`src/rtl/aes_serial_host.sv`:
```
// -----------------------------------------------------------------------------
// aes_serial_host
//
// Host-side sequencer for a bit-serial AES-128 target. One run takes a
// plaintext/key pair, sends a one-cycle start pulse on both serial lines,
// shifts both operands out LSB first, idles the lines while the core computes
// (watching the target trigger), shifts the ciphertext in MSB first and hands
// it to the consumer.
//
// Handshakes (both sides): a transfer happens on a rising clk edge where
// valid && ready are both high. req_ready is high only in IDLE. ct_valid rises
// once the ciphertext is latched, and ct/ct_valid stay stable until ct_ready
// is seen. ct_ready while ct_valid is low is ignored.
//
// Ports
//   clk, rst_n        clock (rising edge), asynchronous active-low reset
//   req_valid/ready   plaintext/key request handshake
//   pt, key           operands, sampled on the request transfer
//   s_out, k_out      serial plaintext / key lines to the target
//   c_in              serial ciphertext line from the target
//   trig_in           target trigger, expected high at some point in WAIT
//   ct, ct_valid/ready ciphertext result handshake
//   busy              high whenever the sequencer is not in IDLE
//   trig_err          sticky: last run saw no trigger during WAIT
//   enc_count         completed runs, wrapping
//   dbg_state         current FSM state, for checkers and debug
// -----------------------------------------------------------------------------
module aes_serial_host #(
  parameter int W          = 128,
  parameter int LAT_CYCLES = 40,
  parameter int CNT_W      = 16
) (
  input  logic             clk,
  input  logic             rst_n,
  input  logic             req_valid,
  output logic             req_ready,
  input  logic [W-1:0]     pt,
  input  logic [W-1:0]     key,
  output logic             s_out,
  output logic             k_out,
  input  logic             c_in,
  input  logic             trig_in,
  output logic [W-1:0]     ct,
  output logic             ct_valid,
  input  logic             ct_ready,
  output logic             busy,
  output logic             trig_err,
  output logic [CNT_W-1:0] enc_count,
  output logic [2:0]       dbg_state
);

  typedef enum logic [2:0] {
    ST_IDLE = 3'd0,
    ST_HSHK = 3'd1,
    ST_SEND = 3'd2,
    ST_WAIT = 3'd3,
    ST_RECV = 3'd4,
    ST_DONE = 3'd5
  } state_t;

  localparam int BW = (W > 1) ? $clog2(W) : 1;
  localparam int LW = (LAT_CYCLES > 1) ? $clog2(LAT_CYCLES) : 1;
  localparam logic [BW-1:0]    BIT_LAST = BW'(W - 1);
  localparam logic [LW-1:0]    LAT_LAST = LW'(LAT_CYCLES - 1);
  localparam logic [CNT_W-1:0] CNT_ONE  = CNT_W'(1);

  state_t         state;
  logic [W-1:0]   pt_sh;
  logic [W-1:0]   key_sh;
  logic [W-1:0]   ct_sh;
  logic [BW-1:0]  bit_cnt;
  logic [LW-1:0]  lat_cnt;
  logic           trig_seen;

  assign dbg_state = state;

  always_ff @(posedge clk or negedge rst_n) begin
    if (!rst_n) begin
      state     <= ST_IDLE;
      pt_sh     <= '0;
      key_sh    <= '0;
      ct_sh     <= '0;
      bit_cnt   <= '0;
      lat_cnt   <= '0;
      trig_seen <= 1'b0;
      s_out     <= 1'b0;
      k_out     <= 1'b0;
      ct        <= '0;
      ct_valid  <= 1'b0;
      busy      <= 1'b0;
      req_ready <= 1'b1;
      trig_err  <= 1'b0;
      enc_count <= '0;
    end else begin
      case (state)
        ST_IDLE: begin
          if (req_valid) begin
            pt_sh     <= pt;
            key_sh    <= key;
            ct_sh     <= '0;
            trig_seen <= 1'b0;
            trig_err  <= 1'b0;
            // Start pulse is driven during the HSHK cycle.
            s_out     <= 1'b1;
            k_out     <= 1'b1;
            busy      <= 1'b1;
            req_ready <= 1'b0;
            state     <= ST_HSHK;
          end
        end

        ST_HSHK: begin
          // Bit 0 goes out in the first SEND cycle.
          s_out   <= pt_sh[0];
          k_out   <= key_sh[0];
          pt_sh   <= pt_sh >> 1;
          key_sh  <= key_sh >> 1;
          bit_cnt <= '0;
          state   <= ST_SEND;
        end

        ST_SEND: begin
          // bit_cnt names the bit currently on the lines.
          if (bit_cnt == BIT_LAST) begin
            s_out   <= 1'b0;
            k_out   <= 1'b0;
            lat_cnt <= '0;
            state   <= ST_WAIT;
          end else begin
            s_out   <= pt_sh[0];
            k_out   <= key_sh[0];
            pt_sh   <= pt_sh >> 1;
            key_sh  <= key_sh >> 1;
            bit_cnt <= bit_cnt + 1'b1;
          end
        end

        ST_WAIT: begin
          if (trig_in) trig_seen <= 1'b1;
          if (lat_cnt == LAT_LAST) begin
            // Include this cycle's sample, trig_seen has not caught it yet.
            trig_err <= !(trig_seen || trig_in);
            bit_cnt  <= '0;
            state    <= ST_RECV;
          end else begin
            lat_cnt <= lat_cnt + 1'b1;
          end
        end

        ST_RECV: begin
          // MSB arrives first, so shifting left lands it at the top.
          ct_sh <= {ct_sh[W-2:0], c_in};
          if (bit_cnt == BIT_LAST) begin
            state <= ST_DONE;
          end else begin
            bit_cnt <= bit_cnt + 1'b1;
          end
        end

        ST_DONE: begin
          if (!ct_valid) begin
            ct       <= ct_sh;
            ct_valid <= 1'b1;
          end else if (ct_ready) begin
            ct_valid  <= 1'b0;
            enc_count <= enc_count + CNT_ONE;
            busy      <= 1'b0;
            req_ready <= 1'b1;
            state     <= ST_IDLE;
          end
        end

        default: begin
          s_out     <= 1'b0;
          k_out     <= 1'b0;
          ct_valid  <= 1'b0;
          busy      <= 1'b0;
          req_ready <= 1'b1;
          state     <= ST_IDLE;
        end
      endcase
    end
  end

endmodule

```
`config.mk`:
```
export PLATFORM = sky130hd
export DESIGN_NAME = aes_serial_host
export DESIGN_NICKNAME = d
export VERILOG_FILES = /design/src/rtl/aes_serial_host.sv
export SDC_FILE = /design/constraint.sdc
export NUM_CORES = 1
export LEC_CHECK = 0
export BUFFER_PORTS_ARGS = -buffer_cell sky130_fd_sc_hd__clkbuf_2
export CORE_ASPECT_RATIO = 1.1
export CORE_MARGIN = 5
export CORE_UTILIZATION = 50
export CTS_CLUSTER_DIAMETER = 100
export DETAILED_ROUTE_END_ITERATION = 16
export HOLD_SLACK_MARGIN = 0.08
export PLACE_DENSITY = 0.76
export SYNTH_ARGS = -nofsm -noshare
export SYNTH_HDL_FRONTEND = slang
export SYNTH_SLANG_ARGS = --single-unit
export TNS_END_PERCENT = 1
```
`constraint.sdc`:
```
create_clock -name clk -period 2.2 [get_ports clk]
set_input_delay 0.22 -clock clk [delete_from_list [all_inputs] [get_ports clk]]
set_output_delay 0.22 -clock clk [all_outputs]
set_load 0.02 [all_outputs]
```
==> results, run 1 <==
- The run finished with clean final reports.
- Counting every net in the synthesized netlist gives roughly 1900.
- The gate count of the mapped netlist is around 1600.
- The worst pin sits at a relative slew slack of 59.6%.
- The wire length of the first global-routing pass is between 100 and 150 mm.
- The instance area at placement is 0.0282 mm2.
- With fillers left out, the area of the finished cells amounts to 0.0329 mm2.
- The required time reported for the critical path endpoint is about 2.7 ns.
- The die is 245 um tall.
- The clock period could shrink to 2.15 ns.
- The category of the worst setup path launch point is a flop.
- Counting tap cells, the placed design contains a total of 2653 instances.
- The final sum of negative setup slack is 0 ns.
- The leakage power total is roughly 17 nW.
- The average instance in the mapped netlist occupies around 16 um2.
- The worst supply voltage drop on vdd is 749 uV.
- Dividing the final minimum period by the clock period gives 97.9%.
- In the final layout, the share of cells above drive strength 1 is 49.9%.
- In this run, synthesis inferred 0 flip-flops with an integrated enable.
- For this run, the leading register cell type out of synthesis is dfrtp_1.
- In the routed layout, each cell is associated on average with a via count of approximately 5.6.
- On the final layout, the worst hold slack is 0.169 ns.
- The final RePlAce weighted congestion is 0.837.
- Overall power consumption after layout is estimated at approximately 22 mW.
- In the layout the commonest cells are dfrtp_1 (549), clkbuf_2 (413), mux2_2 (320).
- The final count of pins violating max slew was 0.
- The number of buffers and inverters on the critical path is 2.
- The capturing element type of the critical path is a flop.
- The count of buffers from port buffering is roughly 410.
- between 400 and 500 I/O pins were placed.
- After global routing the overflow that remains totals 0.
- The peak per-stage delay on the critical path is 0.41 ns.
- The class of the most critical hold timing path is in -> async.
- The count of max-cap constraint violations is 0.
- In this run the standard cell core region covers 0.0499 mm2.
- For this run, the register share of the synthesized area comes to 54.8%.
- The violation count after the first detailed-route iteration is 1110.
- Traced cell by cell, the critical path runs through nand2b_2 -> a21oi_4 -> buf_12 -> buf_12 -> mux2_2 -> mux2_4.
- For the worst setup path, the data arrival time is 2.65 ns.
- Once the floorplan was initialized, standard cells occupied 50.4% of the core.
- After detailed routing, the total wire length is 71.1 mm.
- The placement row count is 86.
- For this run, the detailed router's first-pass iteration total came to 5.
- Prior to clock tree synthesis, the placed netlist has a worst setup slack of 0.0452 ns.
- The critical path is of the reg -> reg type.
- The layout net count is 2578.
- The floorplan die area is 0.0549 mm2.
- The achievable frequency is 0.465 GHz.
- The worst setup skew after layout is between 0.015 and 0.02 ns.
- Counting flops and latches in the post-synthesis netlist gives 551.
- The average wire per standard cell is 23.5 um.
- Across all setup checks in the final design, the least slack found is roughly 0.047 ns.
- The summed instance area of the synthesized netlist is 0.0252 mm2.
- The latest clock arrival within the worst-skew pair is slightly above 0.6 ns.
- Setup violations remaining at the end of the flow were counted as 0.
- The maximum number of pins on one net before global-route repair is 69.
- After synthesis, the netlist uses 58 different library cells.
- Clock-pin slew was measured on the worst setup and hold paths at 0.07 ns.
- The cell type group with the largest total delay on the critical path is multiplexers.
- The number of failing hold endpoints at the final stage is 0.
- The maximum number of buffers from clock root to sink is 3.
- For this run, asynchronously set or reset flops after synthesis account for 100%.
- Compared with the post-synthesis result, the final layout area differs by 30.8%.
- The die span in x is 224 um.
- The most frequent cell on the critical path is buf_12.
- The H-tree depth is 2.
- The placed wire-length estimate is 41.4 mm.
- The top fanout value on the critical path is 24.
- In this run the power density over the cells is 678 mW/mm2.
- The post-route core utilization is between 60% and 70%.
- The library cell used most frequently in the layout, excluding fill and tap cells, is dfrtp_1.
- The DRC violation count after routing is 0.
- The total number of clock tree sinks is 551.
- The clock buffer count from CTS is 56.
- For the pin with the worst max-slew slack, the measured transition is 0.604 ns.
- The count of non-filler cells in the finished layout is 3021.
- The number of global-route vias before repair is 18610.
- The total number of vias is 16799.
- The number of nets still failing antenna checks after routing is 0.
- The number of warnings issued by yosys is 0.
- The total routing resource utilization after global routing is 24.6%.
- The CTS root buffer is clkbuf_16.
- The number of antenna violations at the first check in global routing is 8.
- The standard cell with the maximum stage delay on the critical path is mux2_2.
- TritonCTS built the clock tree.
[flip-flops by register name, indices dropped and copies added, names as in the netlist]
name,cells
req_ready,1
ct,128
pt_sh,128
ct_sh,128
ct_valid,1
key_sh,128
s_out,1
lat_cnt,6
enc_count,16
busy,1
trig_seen,1
bit_cnt,7
dbg_state,3
trig_err,1
k_out,1
[routing by layer]
layer	track usage, %	wire, um	vias up
met4	8.49	2740	4
met5	0	24	-
li1	-	-	7257
met1	30.9	28100	8670
met3	5.81	4410	197
met2	42.0	35800	671
[cell usage after synthesis, drive strengths merged (3+ instances only)]
cell type / number / share of area, %
or3: 3 / 0.094
nor2b: 4 / 0.099
xor2: 9 / 0.31
nand2: 17 / 0.25
and2: 3 / 0.075
o21ai: 18 / 0.36
dfrtp: 550 / 55
nand4: 3 / 0.075
clkbuf: 14 / 0.21
a21oi: 9 / 0.19
ha: 3 / 0.15
nor2: 23 / 0.37
nand3b: 3 / 0.090
buf: 90 / 4.0
inv: 6 / 0.090
a22o: 129 / 4.5
nor3: 9 / 0.20
mux2: 640 / 32
nand3: 9 / 0.20
a2bb2oi: 4 / 0.14
xnor2: 11 / 0.38
nand2b: 7 / 0.21
[final timing paths]
| kind | cells past startpoint | startpoint | slack [ns] | to |
|---|---|---|---|---|
| worst max-delay path | 6 | dbg_state[0] | 0.05 | pt_sh[92] |
| worst max register to register | 6 | dbg_state[0] | 0.05 | pt_sh[92] |
| worst min-delay path | 2 | rst_n | 0.17 | key_sh[39] |
| min in group clk | 4 | req_valid | 0.17 | trig_seen |
| worst min register to register | 1 | enc_count[15] | 0.48 | enc_count[15] |
| max in group asynchronous | 3 | rst_n | 1.13 | req_ready |
[layout make-up]
class,instances,area (um2)
fill,3309,17000
sequential,551,13800
multi-input combinational,931,10300
timing repair buffer,767,5870
clock buffer,75,1580
tap,660,826
clock inverter,24,465
inverter,6,22.5
antenna,7,17.5
[cells by family after synthesis]
family,after synthesis,share of synthesized area (%)
xor+xnor,20,0.696
compound gates,179,5.84
flops,551,54.8
mux,640,32.2
fa+ha+maj,3,0.149
simple gates,89,2.02
buf+inv,110,4.28
[report_power, final]
group | switching [mW] | internal [mW]
logic | 0.565 | 0.784
registers | 0.110 | 10.3
clock network | 4.19 | 6.37
total | 4.86 | 17.4
[worst register-to-register path, stage by stage, from the launching register on]
cell and delay, ns:
dfrtp_1 0.40, nand2b_2 0.24, a21oi_4 0.21, buf_12 0.24
buf_12 0.26, mux2_2 0.42, mux2_4 0.29
[timing repair]
| item | in CTS | in global routing |
|---|---|---|
| buffers inserted | 0 | 1 |
| gates resized for setup | 0 | 3 |
| setup endpoints to repair | 0 | 38 |
| hold endpoints to repair | 721 | 0 |
| hold buffers | 260 | 0 |
(Power assumes the default switching activity.)
==> inputs of run 2 (changes only) <==
--- a/config.mk
+++ b/config.mk
@@ -8,7 +8,7 @@
 export BUFFER_PORTS_ARGS = -buffer_cell sky130_fd_sc_hd__clkbuf_2
 export CORE_ASPECT_RATIO = 1.1
 export CORE_MARGIN = 5
-export CORE_UTILIZATION = 50
+export CORE_UTILIZATION = 51
 export CTS_CLUSTER_DIAMETER = 100
 export DETAILED_ROUTE_END_ITERATION = 16
 export HOLD_SLACK_MARGIN = 0.08
==> run 2 against run 1 <==
Compared with the run above:
- sequential power hardly changed
- non-clock buffer count is 3 lower
- combinational power hardly changed
- register-to-register slack hardly changed
- largest power group is now registers
==> results, run 2 (same netlist as run 1, synthesis figures left out) <==
- The run finished with clean final reports.
- At the end of routability-driven placement, the weighted congestion stood at 0.824.
- At the end of the flow the core is filled with cells to 66.8%.
- The total number of clock tree sinks is about 550.
- The transition time of the tightest slew-check pin is a little under 0.7 ns.
- After detailed routing, the average wire length per cell comes to 22.6 um.
- The internal power consumption is 16.9 mW.
- Setup violations remaining at the end of the flow were counted as 0.
- The library cell used most frequently in the layout, excluding fill and tap cells, is dfrtp_1.
- The CTS clock-pin slew for the worst setup and hold paths is around 0.060 ns.
- After layout, the design draws a total of 21.6 mW.
- The count of buffers from port buffering is 414.
- The core area is 0.0489 mm2.
- The total congestion overflow is 0.
- In this run, flip-flops and latches consume 48.0% of the power.
- The DRC violation count after routing is 0.
- The capturing element type of the critical path is a flop.
- Counting cells, the worst reg-to-reg path comes to 6.
- The H-tree depth is 2.
- The top fanout value on the critical path is 38.
- The area added between synthesis and finish is 29.8%.
- Clock tree synthesis selected as its root buffer the cell clkbuf_16.
- Including well taps, the total number of placed cells is 2638.
- The maximum number of pins on one net before global-route repair is 73.
- The beginning of the worst register-to-register path is dbg_state[1].
- The placed instances occupy a cell area of 0.0280 mm2.
- Combinational logic is responsible for 6.1% of the overall power.
- The required time reported for the critical path endpoint is 2.68 ns.
- Row generation in the floorplan step produced 85 rows.
- The achievable frequency is 0.463 GHz.
- At the end of the flow, the number of nets in the layout was 2574.
- The class of the most critical hold timing path is in -> reg.
- The worst min-delay path startpoint is key[127].
- The routed design could run at a clock period as short as 2.16 ns.
- The multi-input combinational cells in the finished layout cover a total of 0.0103 mm2.
- The placed wire-length estimate is 40.0 mm.
- The number of optimization iterations in the first detailed-route pass is 5.
- Measured along the x axis, the die boundary spans between 200 and 250 um.
- The CTS tree is yes.
- The first global-routing pass estimated 108 mm of wire.
- In this run switching power makes up 21.8% of total power.
- The tightest hold margin is 0.159 ns.
- The worst hold endpoint is key_sh[127].
- The register-to-register setup slack is 0.04 ns.
- In this run the power density over the cells is 663 mW/mm2.
- In this run, the number of DRC markers left after iteration 0 of detailed routing was 1091.
- Fill cells in the final layout number 3162.
- Of the available clock period, the critical path in the final layout requires just under 100%.
- The final count of pins violating max slew is 0.
- The total routing resource utilization after global routing is 24.7%.
- The die is 243 um tall.
- The latest clock arrival within the worst-skew pair is 0.61 ns.
- The top cell types in the final layout, fill and taps aside, are dfrtp_1 (550), clkbuf_2 (413), mux2_2 (320).
- The net switching power is 4.72 mW.
- The detail route stage leaves a number of antenna-violating nets equal to 0.
- The final worst setup slack is a little under 0.04 ns.
- Summed over all failing endpoints, the final setup total negative slack is 0 ns.
- STA puts the critical path data arrival time at 2.64 ns.
- The number of cells traversed by the worst hold path is 3.
- Setup repair after global routing could not meet its margin everywhere.
- The number of antenna violations at the first check in global routing is 8.
- Across the VDD grid, the largest voltage drop is 961 uV.
- The reg-to-reg endpoint is key_sh[75].
- The worst setup skew after layout is 0.0246 ns.
- The finished layout holds 3016 standard cells, fillers aside.
- The worst slack after detailed placement is 0.0626 ns.
- The number of global-route vias before repair came to 18576.
- The fraction of layout instances using a drive strength above 1 is 49.8%.
- The number of failing hold endpoints at the final stage is 0.
- STA classifies the critical path startpoint as a flop.
- Summed over all cells, the static leakage comes to 16.8 nW.
- By startpoint and endpoint, the worst setup path is classified as reg -> reg.
- The sequential cell area is 0.0138 mm2.
- Clock tree synthesis inserted a total of 55 buffers.
- The final layout contains routed wiring with a total length of 68.2 mm.
- No sink is reached through more buffers than the 3 on the longest clock path.
- The number of vias per cell is 5.51.
- The top-level I/O count is 415.
- The initial utilization of the core area, before any placement, comes to 51.4%.
- The floorplan die area is 0.0539 mm2.
- The total number of vias is roughly 17000.
- The final standard cell area without fillers is 0.0327 mm2.
- The count of max-cap constraint violations is 0.
- In this run, the clock network consumes 45.9% of the power.
- The headroom to the max-slew limit is between 50% and 60%.
## run 2: cell count changes in the layout (fill, tap and decap cells not counted), moves of 2 or more
cell and change:
bufinv_16 -5, clkbuf_1 +4, clkinv_8 +2, buf_12 -9, diode_2 +2, buf_4 +8, clkbuf_8 +4
## run 2: power by group through the flow
stage	logic [mW]	clock network [mW]	registers (mW)
global placement	0.879	0	10.6
detailed placement	0.905	0	10.6
floorplan	0.333	0	10.5
CTS	1.28	10.1	10.4
global route	1.43	10.5	10.4
finish	1.33	9.93	10.4
## run 2: routing by layer
metal	wire length [um]	up-vias	GRT usage, %
met5	11	-	0
met3	3810	187	4.47
met1	27600	8537	31.8
met4	2840	2	10.1
li1	-	7257	-
met2	33900	629	41.7
## run 2: how the worst max path moves through the flow
stage	slack, ns	startpoint	endpoint
floorplan	0.18	bit_cnt[0]	pt_sh[126]
finish	0.04	dbg_state[1]	key_sh[75]
global route	-0.008	dbg_state[1]	key_sh[75]
CTS	0.04	bit_cnt[0]	key_sh[5]
global placement	0.11	bit_cnt[0]	key_sh[5]
detailed placement	0.06	bit_cnt[0]	pt_sh[51]
## run 2: worst max-delay path, stage by stage (launching register included)
cell and delay [ns]:
dfrtp_1 0.44, nand2b_1 0.21, a21oi_4 0.19, buf_12 0.23
buf_16 0.26, mux2_2 0.40, mux2_4 0.28
## run 2: final cells by class
class | count | area share [%]
antenna | 9 | 0.0690
clock buffer | 82 | 4.98
clock inverter | 21 | 0.954
inverter | 6 | 0.0690
multi-input combinational | 931 | 31.6
sequential | 551 | 42.2
tap | 652 | 2.50
timing repair buffer | 764 | 17.6
## run 2: repair_timing
| action | CTS | global route |
|---|---|---|
| hold buffers | 259 | 0 |
| hold endpoints to repair | 417 | 0 |
| setup buffers | 0 | 6 |
| resized for setup | 0 | 2 |
| endpoints found under the setup margin | 0 | 89 |
==> inputs of run 3 (changes only) <==
--- a/config.mk
+++ b/config.mk
@@ -7,7 +7,6 @@
 export LEC_CHECK = 0
 export BUFFER_PORTS_ARGS = -buffer_cell sky130_fd_sc_hd__clkbuf_2
 export CORE_ASPECT_RATIO = 1.1
-export CORE_MARGIN = 5
 export CORE_UTILIZATION = 51
 export CTS_CLUSTER_DIAMETER = 100
 export DETAILED_ROUTE_END_ITERATION = 16
==> run 3 against run 2 <==
Compared with the run above:
- sequential share of layout area increased by 0.16 points
- first-iteration DRC count decreased by 7.1%
- combinational power about the same
- clock skew decreased by 0.0045 ns
- critical path type unchanged
- critical endpoint is now key_sh[13]
- largest power group unchanged
==> results, run 3 (same netlist as run 1, synthesis figures left out) <==
- The sequential cell area is 0.0138 mm2.
- Static timing analysis puts the maximum clock frequency at 0.471 GHz.
- The combined area of the multi-input logic cells is 0.0103 mm2.
- The maximum number of buffers from clock root to sink is 3.
- The highest metal layer carrying signal wires in the routed design is met4.
- The HPWL after detailed placement is 37.7 mm.
- The worst setup path is launched from a flop.
- The number of nets still failing antenna checks after routing is 0.
- After layout, the worst path uses 96.4% of the clock period.
- The setup check on the worst reg-to-reg path leaves a slack of 0.08 ns.
- The run finished with clean final reports.
- The arrival time reported for the critical path endpoint is 2.61 ns.
- The starting density of the core is 51.5%.
- On the critical path, the stage with the largest delay is an instance of dfrtp_1.
- The first detailed-routing pass ran for 5 iterations.
- During placement, the flow inserted port buffers numbering 414.
- The number of filler cells placed in the layout is about 3200.
- The cell type group with the largest total delay on the critical path is buffers and inverters.
- The latest clock arrival within the worst-skew pair is 0.62 ns.
- Measured in cells, the most critical reg-to-reg path has a length of 7.
- Clock tree synthesis selected as its root buffer the cell clkbuf_16.
- The final count of pins violating max slew is 0.
- Data on the critical path is required at its endpoint by 2.69 ns.
- After clock tree synthesis, the clock-pin slew on the worst setup and hold paths is 0.06 ns.
- The total routing resource utilization after global routing is 25.9%.
- The capturing element type of the critical path is a flop.
- For this design the static power due to leakage is 16.7 nW.
- The worst setup skew after layout is just over 0.02 ns.
- After the first detailed-routing iteration, the DRC count stood at between 1000 and 1500.
- The startpoint-to-endpoint class of the critical path is reg -> reg.
- Routability-driven placement finished with a final weighted congestion of 0.817.
- The layout net count is roughly 2600.
- The class of the most critical hold timing path is in -> async.
- The number of antenna violations at the first check in global routing is 9.
- The start point of the critical path is bit_cnt[0].
- For this block, wires on met1 add up to 27.1 mm.
- Buffers added to address setup during post-CTS repair amount to 0.
- Measured against its own limit, the worst slew margin works out to 52.5%.
- Summed over all failing endpoints, the final setup total negative slack is 0 ns.
- The wire length on met3 is 3.78 mm.
- Measured along the x axis, the die boundary spans 214 um.
- The total congestion overflow is 0.
- The first global-routing pass estimated 102 mm of wire.
- The number of failing hold endpoints at the final stage came to 0.
- The core area is about 0.05 mm2.
- The wire length after detailed routing is 65.5 mm.
- The total number of clock tree sinks is 551.
- Compared with the post-synthesis result, the final layout area differs by 29.3%.
- The H-tree depth is 2.
- The detailed router placed approximately 16000 vias in this run.
- The total met2 wirelength after detailed routing is roughly 32 mm.
- The placement row count is 85.
- The reg-to-reg endpoint is key_sh[13].
- At the pin with the least slew margin, the transition time is slightly above 0.7 ns.
- Leaving out fill and tap cells, the most frequent cell in the layout is dfrtp_1.
- Traced cell by cell, the critical path runs through ha_1 -> nand3_2 -> nor2_4 -> o31ai_4 -> buf_12 -> buf_12 -> mux2_2.
- The number of global-route vias before repair is 18068.
- For this design the ratio of total power to cell area is 671 mW/mm2.
- The count of max-cap constraint violations is 0.
- For this run, the slowest stage of the critical path takes 0.42 ns.
- The worst path needs 2.12 ns of the cycle, external delays included.
- In this design, the critical path's most frequently occurring cell is buf_12.
- The number of clock buffers added by TritonCTS is 56.
- VDD sags by at most 728 uV.
- In the layout the commonest cells are dfrtp_1 (550), clkbuf_2 (413), mux2_2 (320).
- Summing internal, switching and leakage power gives roughly 22 mW.
- The top fanout value on the critical path is 37.
- For this run, design rule violations remaining after detail routing come to 0.
- Of the cells placed in the final design, the portion with a size suffix greater than 1 is between 40% and 50%.
- Dividing the detail-routed wire length by the instance count gives 21.9 um.
- The die is between 200 and 250 um tall.
- Setup repair after global routing left no endpoint under its margin.
- Entering global routing, the biggest net connects 129 pins.
- Together, buffers and inverters on the worst path number 2.
- The setup-violating endpoint count in the final report is 0.
- TritonCTS built the clock tree.
- Dividing the detail-routed via count by the number of cells gives 5.45.
- The floorplan step defined a die boundary enclosing 0.0502 mm2.
- The beginning of the worst register-to-register path is bit_cnt[0].
- 415 I/O pins were placed.
## run 3: power by group
part,total (mW),internal [mW],switching [mW]
Combinational,1.34,0.788,0.548
Clock,10.1,5.88,4.23
Sequential,10.4,10.3,0.106
## run 3: repair_timing
item / 4_1_cts / 5_1_grt
endpoints found under the setup margin: 0 / 1
resized for setup: 0 / 1
hold endpoints to repair: 578 / 0
hold buffers: 259 / 0
## run 3: through the flow
step | hold slack [ns] | util (%) | cell area (um2) | cells | setup WS, ns
after floorplan | -0.0756 | - | 25200 | 1592 | 0.179
after global placement | 0.147 | 57.2 | 27900 | 2624 | 0.111
after detailed placement | 0.153 | 57.2 | 27900 | 2624 | 0.0999
after CTS | 0.146 | 66.5 | 32500 | 2985 | 0.0760
after global routing | 0.164 | 66.6 | 32500 | 2995 | 0.00907
final | 0.157 | 66.7 | 32500 | 2996 | 0.0790
## run 3: worst max-delay path by stage
stage,endpoint,slack (ns),depth (start not counted)
final,key_sh[13],0.08,7
after global routing,key_sh[10],0.009,7
after CTS,key_sh[13],0.08,7
after detailed placement,key_sh[5],0.1,7
after global placement,key_sh[8],0.11,7
after floorplan,pt_sh[126],0.18,7
## run 3: routing by layer
layer  GRT usage [%]  vias up
met5               0        -
met4            11.4        0
met3            5.77      177
met2            42.3      574
met1            32.9     8376
li1                -     7215
## run 3: cell type report
class / instances / area share (%)
Clock inverter: 26 / 1.12
Antenna cell: 10 / 0.0769
Inverter: 6 / 0.0692
Multi-Input combinational cell: 931 / 31.7
Clock buffer: 76 / 4.94
Timing Repair Buffer: 744 / 17.2
Tap cell: 652 / 2.51
Sequential cell: 551 / 42.4
